--- config.mk ---
export PLATFORM = sky130hd
export DESIGN_NAME = pipelined_adder
export DESIGN_NICKNAME = d
export VERILOG_FILES = /design/src/rtl/padd_pkg.sv /design/src/rtl/padd_stage.sv /design/src/rtl/pipelined_adder.sv
export SDC_FILE = /design/constraint.sdc
export NUM_CORES = 1
export LEC_CHECK = 0
export CORE_MARGIN = 2
export CORE_UTILIZATION = 66
export CTS_CLUSTER_DIAMETER = 120
export DETAILED_ROUTE_END_ITERATION = 16
export GPL_ROUTABILITY_DRIVEN = 0
export PLACE_DENSITY = 0.95
export SYNTH_ARGS = -nofsm -noshare
export SYNTH_HDL_FRONTEND = slang
export SYNTH_HIERARCHICAL = 1
export SYNTH_SLANG_ARGS = --single-unit
--- constraint.sdc ---
create_clock -name clk -period 4.5 [get_ports clk]
set_input_delay 1.35 -clock clk [delete_from_list [all_inputs] [get_ports clk]]
set_output_delay 1.35 -clock clk [all_outputs]
set_load 0.01 [all_outputs]
--- src/rtl/padd_pkg.sv ---
// Shared definitions for the pipelined adder: op encoding, stage count and
// parameter legality helpers.
package padd_pkg;

   localparam logic PADD_OP_ADD = 1'b0;
   localparam logic PADD_OP_SUB = 1'b1;

   localparam int unsigned PADD_MIN_STAGES = 1;
   localparam int unsigned PADD_MAX_STAGES = 16;

   // Number of pipeline stages, one per CHUNK_W slice.
   function automatic int unsigned padd_num_stages(input int unsigned width,
                                                   input int unsigned chunk_w);
      if (chunk_w == 0) begin
         return 0;
      end
      return width / chunk_w;
   endfunction

   // WIDTH must split evenly into chunks and give a supported stage count.
   function automatic bit padd_params_legal(input int unsigned width,
                                            input int unsigned chunk_w);
      int unsigned n;
      if (chunk_w == 0) begin
         return 1'b0;
      end
      n = width / chunk_w;
      return ((width % chunk_w) == 0) && (n >= PADD_MIN_STAGES) && (n <= PADD_MAX_STAGES);
   endfunction

endpackage

--- src/rtl/padd_stage.sv ---
// One pipeline stage of the adder: adds chunk IDX of A and B with the incoming
// carry, merges it into the partial sum and registers the result under a
// valid/ready handshake. Contents hold while the stage is stalled.
module padd_stage #(
   parameter int unsigned WIDTH   = 16,
   parameter int unsigned CHUNK_W = 4,
   parameter int unsigned SIDE_W  = 4,
   parameter int unsigned IDX     = 0
) (
   input  logic              clk,
   input  logic              rst_n,
   // upstream side
   input  logic              up_valid_i,
   output logic              up_ready_o,
   input  logic [WIDTH-1:0]  up_sum_i,
   input  logic [WIDTH-1:0]  up_a_i,
   input  logic [WIDTH-1:0]  up_b_i,
   input  logic              up_carry_i,
   input  logic [SIDE_W-1:0] up_side_i,
   // downstream side
   output logic              dn_valid_o,
   input  logic              dn_ready_i,
   output logic [WIDTH-1:0]  dn_sum_o,
   output logic [WIDTH-1:0]  dn_a_o,
   output logic [WIDTH-1:0]  dn_b_o,
   output logic              dn_carry_o,
   output logic [SIDE_W-1:0] dn_side_o
);

   localparam int unsigned Lsb = IDX * CHUNK_W;

   logic              valid_q, valid_d;
   logic [WIDTH-1:0]  sum_q, sum_d;
   logic [WIDTH-1:0]  a_q, a_d;
   logic [WIDTH-1:0]  b_q, b_d;
   logic              carry_q, carry_d;
   logic [SIDE_W-1:0] side_q, side_d;

   logic [CHUNK_W:0]  chunk_add;
   logic              load;

   // Chunk adder and handshake: stage may take new data when empty or draining.
   always_comb begin
      chunk_add  = {1'b0, up_a_i[Lsb +: CHUNK_W]} + {1'b0, up_b_i[Lsb +: CHUNK_W]}
                 + {{CHUNK_W{1'b0}}, up_carry_i};
      up_ready_o = !valid_q || dn_ready_i;
      load       = up_ready_o && up_valid_i;
   end

   // Next-state: load new operation, drain to empty, or hold while stalled.
   always_comb begin
      valid_d = up_ready_o ? up_valid_i : valid_q;
      sum_d   = sum_q;
      a_d     = a_q;
      b_d     = b_q;
      carry_d = carry_q;
      side_d  = side_q;
      if (load) begin
         sum_d                  = up_sum_i;
         sum_d[Lsb +: CHUNK_W]  = chunk_add[CHUNK_W-1:0];
         a_d                    = up_a_i;
         b_d                    = up_b_i;
         carry_d                = chunk_add[CHUNK_W];
         side_d                 = up_side_i;
      end
   end

   // Stage register.
   always_ff @(posedge clk or negedge rst_n) begin
      if (!rst_n) begin
         valid_q <= 1'b0;
         sum_q   <= '0;
         a_q     <= '0;
         b_q     <= '0;
         carry_q <= 1'b0;
         side_q  <= '0;
      end else begin
         valid_q <= valid_d;
         sum_q   <= sum_d;
         a_q     <= a_d;
         b_q     <= b_d;
         carry_q <= carry_d;
         side_q  <= side_d;
      end
   end

   // Register contents drive the next stage directly.
   always_comb begin
      dn_valid_o = valid_q;
      dn_sum_o   = sum_q;
      dn_a_o     = a_q;
      dn_b_o     = b_q;
      dn_carry_o = carry_q;
      dn_side_o  = side_q;
   end

endmodule

--- src/rtl/pipelined_adder.sv ---
// Pipelined WIDTH-bit adder/subtractor, one CHUNK_W slice per stage, with a
// valid/ready handshake and a sideband tag carried alongside each operation.
// Optional unsigned saturation on the result is enabled by defining PADD_SAT_EN.
module pipelined_adder
   import padd_pkg::*;
#(
   parameter int unsigned WIDTH   = 16,
   parameter int unsigned CHUNK_W = 4,
   parameter int unsigned TAG_W   = 4
) (
   input  logic             clk,
   input  logic             rst_n,
   input  logic             in_valid,
   output logic             in_ready,
   input  logic [WIDTH-1:0] in_a,
   input  logic [WIDTH-1:0] in_b,
   input  logic             in_cin,
   input  logic             in_op,
   input  logic [TAG_W-1:0] in_tag,
   output logic             out_valid,
   input  logic             out_ready,
   output logic [WIDTH-1:0] out_sum,
   output logic             out_cout,
   output logic             out_ovf,
   output logic [TAG_W-1:0] out_tag
);

   localparam int unsigned NumStages = padd_num_stages(WIDTH, CHUNK_W);

`ifdef PADD_SAT_EN
   // The op bit rides with the tag so the last stage knows which clamp applies.
   localparam int unsigned SideW = TAG_W + 1;
`else
   localparam int unsigned SideW = TAG_W;
`endif

   if (!padd_params_legal(WIDTH, CHUNK_W)) begin : g_bad_params
      $error("pipelined_adder: WIDTH must be a multiple of CHUNK_W giving 1..16 stages");
   end

   // Index 0 is the input port; index i+1 is the register of stage i.
   logic             vld_s   [NumStages+1];
   logic             rdy_s   [NumStages+1];
   logic [WIDTH-1:0] sum_s   [NumStages+1];
   logic [WIDTH-1:0] a_s     [NumStages+1];
   logic [WIDTH-1:0] b_s     [NumStages+1];
   logic             carry_s [NumStages+1];
   logic [SideW-1:0] side_s  [NumStages+1];

   logic unused_lo_bits;

   // Pipeline entry: B is inverted up front for SUB so every stage just adds.
   always_comb begin
      vld_s[0]   = in_valid;
      sum_s[0]   = '0;
      a_s[0]     = in_a;
      b_s[0]     = (in_op == PADD_OP_SUB) ? ~in_b : in_b;
      carry_s[0] = in_cin;
`ifdef PADD_SAT_EN
      side_s[0]  = {in_op, in_tag};
`else
      side_s[0]  = in_tag;
`endif
      rdy_s[NumStages] = out_ready;
      in_ready         = rdy_s[0];
   end

   for (genvar i = 0; i < NumStages; i++) begin : g_stage
      padd_stage #(
         .WIDTH   (WIDTH),
         .CHUNK_W (CHUNK_W),
         .SIDE_W  (SideW),
         .IDX     (i)
      ) u_stage (
         .clk        (clk),
         .rst_n      (rst_n),
         .up_valid_i (vld_s[i]),
         .up_ready_o (rdy_s[i]),
         .up_sum_i   (sum_s[i]),
         .up_a_i     (a_s[i]),
         .up_b_i     (b_s[i]),
         .up_carry_i (carry_s[i]),
         .up_side_i  (side_s[i]),
         .dn_valid_o (vld_s[i+1]),
         .dn_ready_i (rdy_s[i+1]),
         .dn_sum_o   (sum_s[i+1]),
         .dn_a_o     (a_s[i+1]),
         .dn_b_o     (b_s[i+1]),
         .dn_carry_o (carry_s[i+1]),
         .dn_side_o  (side_s[i+1])
      );
   end

   // Result flags and optional clamp, all taken from the last stage's register.
   always_comb begin
      out_valid = vld_s[NumStages];
      out_sum   = sum_s[NumStages];
      out_cout  = carry_s[NumStages];
      out_tag   = side_s[NumStages][TAG_W-1:0];
      out_ovf   = (a_s[NumStages][WIDTH-1] == b_s[NumStages][WIDTH-1]) &&
                  (sum_s[NumStages][WIDTH-1] != a_s[NumStages][WIDTH-1]);
`ifdef PADD_SAT_EN
      if ((side_s[NumStages][TAG_W] == PADD_OP_ADD) && carry_s[NumStages]) begin
         out_sum = '1;
      end else if ((side_s[NumStages][TAG_W] == PADD_OP_SUB) && !carry_s[NumStages]) begin
         out_sum = '0;
      end
`endif
   end

   // Only the operand MSBs matter once the last chunk is summed.
   assign unused_lo_bits = ^{a_s[NumStages][WIDTH-1:0], b_s[NumStages][WIDTH-1:0]};

endmodule

Word-level counts from Yosys, hierarchy flattened
Cells that the tools add are included.
{ "totals": {"reg_bits": 192, "in_bits": 42, "out_inout_bits": 24, "wordCells": 49} }
{ "op_classes": {"addsub": 8, "n_eq_ne": 2, "muxes": 1, "n_bitwise": 1, "n_reduce_logical": 13} }
{ "op_table": {"columns": ["cell", "count"], "rows": [
  ["adder 4 x 4 -> 5 bit", 4],
  ["adder 5 x 1 -> 5 bit", 4],
  ["2-to-1 mux 16 bit", 1],
  ["NOT 16 bit", 1],
  ["logical AND 1 bit", 5],
  ["zero test 1 bit", 4],
  ["logical OR 1 bit", 4],
  ["== test 1 bit", 1],
  ["inequality test 1 bit", 1]
]} }

Longest topological paths before layout
{ "logic_depth": {"depth_word": 6, "mapped_depth": 11, "ltp_nobuf": 10} }

Modules after synthesis
Netlist, hierarchy kept.
{ "by_module_without_submodules": {"columns": ["mod", "instances", "cells_each", "area_per_inst_um2", "seq_area_each_um2"], "rows": [
  ["padd_stage", 4, 139, 2397.3, 1351.3],
  ["pipelined_adder", 1, 22, 191.4, 0.0]
]} }

Least setup slack after synthesis
OpenSTA, ideal clock, no wires.
{ "synth_timing": {"kind": "input-to-output", "from": "input out_ready", "to": "output in_ready", "arrival_ns": 2.367, "required_ns": 3.150, "path_slack_ns": 0.783, "stages": 8, "path_buffers": 0, "path_cell_list": "nor2b_4 inv_6 nor2b_4 inv_6 nor2b_4 inv_6 nor2b_4 inv_6"} }
{ "synth_rtl": {"columns": ["item", "line_no", "text"], "rows": [
  ["start, declared", "pipelined_adder.sv:21", "input logic out_ready,"],
  ["end, declared", "pipelined_adder.sv:14", "output logic in_ready,"]
]} }

==> metrics.md <==
| Metric | Value |
|---|---|
| Outcome | finished clean |
| Syn Nets | around 430 |
| Worst R2R Path Depth | 10 |
| Post-synthesis cell count | around 360 |
| Mapped cell area | between 0.005 and 0.006 mm2 |
| HPWL after DPL | between 7000 and 8000 um |
| Standard-cell rows | 33 |
| Routed wl met3 | between 400 and 500 um |
| Post-route ant nets | 0 |
| Synthesized area per cell | 15.7 um2 |
| First-pass GRT wire length | between 15000 and 20000 um |
| Critical Path Start | out_ready |
| R2R Setup Slk | 2.41 ns |
| Initial core utilization | about two thirds |
| Clock power share | a little under a third |
| Max Cap Viol | 0 |
| Wire per inst | between 20 and 25 um |
| Drt via density | a little under 6 |
| Sw Share | between 20 and 30% |
| Sw Pwr | between 1000 and 1500 uW |
| Drc violations | 0 |
| Comb pwr share | 31.5% |
| Num CTS Buffers | 17 |
| Clk_skew | between 0.01 and 0.015 ns |
| Fin. Hold Viols | 0 |
| RSZ-0062 raised after global routing | no |
| Min Hold Slack | between 0.5 and 0.6 ns |
| Clk Latency, worst-skew pair | 0.52 ns |
| Register clock-pin slew on the reported worst setup and hold paths | approximately 0.060 ns |
| CTS tree | done |
| CP Data Required Time | roughly 3.2 ns |
| LEAKAGE | between 0.003 and 0.004 uW |
| WL met2 | around 6000 um |
| Antenna violations before repair | 0 |
| Max Root-Sink Buffers | 2 |
| Critical path arrival | approximately 3 ns |
| Final wirelength | about 12000 um |
| Total GRT Usage | 27.3% |
| Port Buf Inserts | 65 |
| Commonest non-fill, non-tap cells in the layout | 114 x dfrtp_1, 86 x mux2_4, 63 x clkdlybuf4s50_1 |
| DRT iter0 DRCs | between 100 and 150 |
| Core ar. | between 0.008 and 0.009 mm2 |
| Critical R2R Launch | g_stage[3].u_stage/dn_valid_o |
| Root Buffer | clkbuf_8 |
| Final #Nets | ~500 |
| Max IR drop VDD | around 0.36 mV |
| Hold crit path type | reg2reg |
| Power per cell area | 660 mW/mm2 |
| Clock sink total | between 100 and 150 |
| Post-route minimum period | between 4 and 5 ns |
| Die area | ~0.0094 mm2 |
| Post-DP Area | ~0.0062 mm2 |
| 1st-pass router iterations | 4 |
| Final setup violation count | 0 |
| Reg-to-reg endpoint | g_stage[0].u_stage/dn_side_o[3] |
| Syn-to-layout area delta | 19.1% |
| Htree depth | 4 |
| CP Launch Type | input pin |
| Critical path class | in2out |
| I/O pin count | 66 |
| Final period utilization | 96.5% |
| Pint | roughly 3200 uW |
| Yosys warnings | 6 |
| Worst-Margin Slew | about 0.9 ns |
| Setup crit end kind | output pin |
| Die width | 96.9 um |
| End of the critical path | in_ready |
| Largest net degree at the start of global routing | 74 |
| Final instance area | a little under 0.007 mm2 |
| Max Slew Vio Count | 0 |
| DRT met1 WL | approximately 5000 um |
| Remaining Overflow, GRT | 0 |
| Top layer used by detailed routing | met4 |
| Vias | 3212 |
| Reg power frac | a little under two fifths |
| Post-layout util | between 80% and 90% |
| Commonest non-fill, non-tap cell in the layout | dfrtp_1 |
| Ant. Diodes | 0 |
| Relative slew slack | 38.8% |
| Die Height | 96.9 um |
| Share of cells above drive strength 1 | between 30% and 40% |
| Fmax | ~0.23 GHz |
| Crit path max fanout | 4 |
| Vias in the first global route | between 3000 and 4000 |
through the flow:
step / worst slack (ns) / TNS (ns) / total power, uW / instances
floorplan: 0.858 / 0 / 2570 / 363
finish: 0.157 / 0 / 4480 / 554
detailed placement: -0.0337 / -0.0337 / 3010 / 521
CTS: 0.153 / 0 / 4490 / 554
global route: 0.0800 / 0 / 4660 / 554
global placement: -0.00515 / -0.00515 / 2890 / 521
per-layer routing:
metal	GRT usage (%)	vias up
met3	6.65	45
met2	44.3	119
li1	-	1403
met1	33.7	1645
met5	0	-
met4	15.4	0
power groups by stage:
stage / registers, uW / logic (uW) / clock network [uW]
global placement: 1650 / 1240 / 0
detailed placement: 1680 / 1330 / 0
global route: 1730 / 1500 / 1440
floorplan: 1630 / 942 / 0
CTS: 1680 / 1410 / 1400
finish: 1680 / 1410 / 1380
layout make-up:
type | instances | area, um2
Clock inverter | 8 | 124
Clock buffer | 24 | 490
Fill cell | 400 | 1520
Tap cell | 105 | 131
Timing Repair Buffer | 74 | 714
Inverter | 20 | 95.1
Multi-Input combinational cell | 209 | 2370
Sequential cell | 114 | 2850
worst min-delay path by stage:
stage                                               start                         endpoint  slack [ns]  depth (start not counted)
after floorplan            g_stage[0].u_stage/dn_sum_o[1]   g_stage[0].u_stage/dn_sum_o[1]        0.47                          2
after global placement    g_stage[2].u_stage/dn_sum_o[11]  g_stage[3].u_stage/dn_sum_o[11]        0.49                          1
after detailed placement   g_stage[2].u_stage/dn_sum_o[9]   g_stage[3].u_stage/dn_sum_o[9]        0.49                          1
after CTS                  g_stage[2].u_stage/dn_sum_o[9]   g_stage[3].u_stage/dn_sum_o[9]        0.51                          1
after global routing       g_stage[1].u_stage/dn_sum_o[5]   g_stage[2].u_stage/dn_sum_o[5]        0.52                          1
final                      g_stage[2].u_stage/dn_sum_o[9]   g_stage[3].u_stage/dn_sum_o[9]        0.50                          1
critical path: stages:
cell,delay (ns)
clkdlybuf4s50_1,0.44
nor2b_4,0.18
inv_6,0.04
nor2b_4,0.17
inv_6,0.05
nor2b_4,0.17
inv_6,0.07
nor2b_4,0.17
inv_6,0.06
dlygate4sd2_1,0.29
registers in the layout, indices dropped and copies added, names as in the netlist:
name	count
g_stage.u_stage/dn_b_o	25
g_stage.u_stage/dn_sum_o	40
g_stage.u_stage/dn_valid_o	4
g_stage.u_stage/dn_side_o	16
g_stage.u_stage/dn_carry_o	4
g_stage.u_stage/dn_a_o	25
what timing repair did:
action | in CTS | in global routing
setup buffers | 1 | 0
endpoints found under the setup margin | 1 | 0
hold buffers | 0 | 0
resized for setup | 1 | 0
Note: power is estimated with default switching activity, not from simulation.
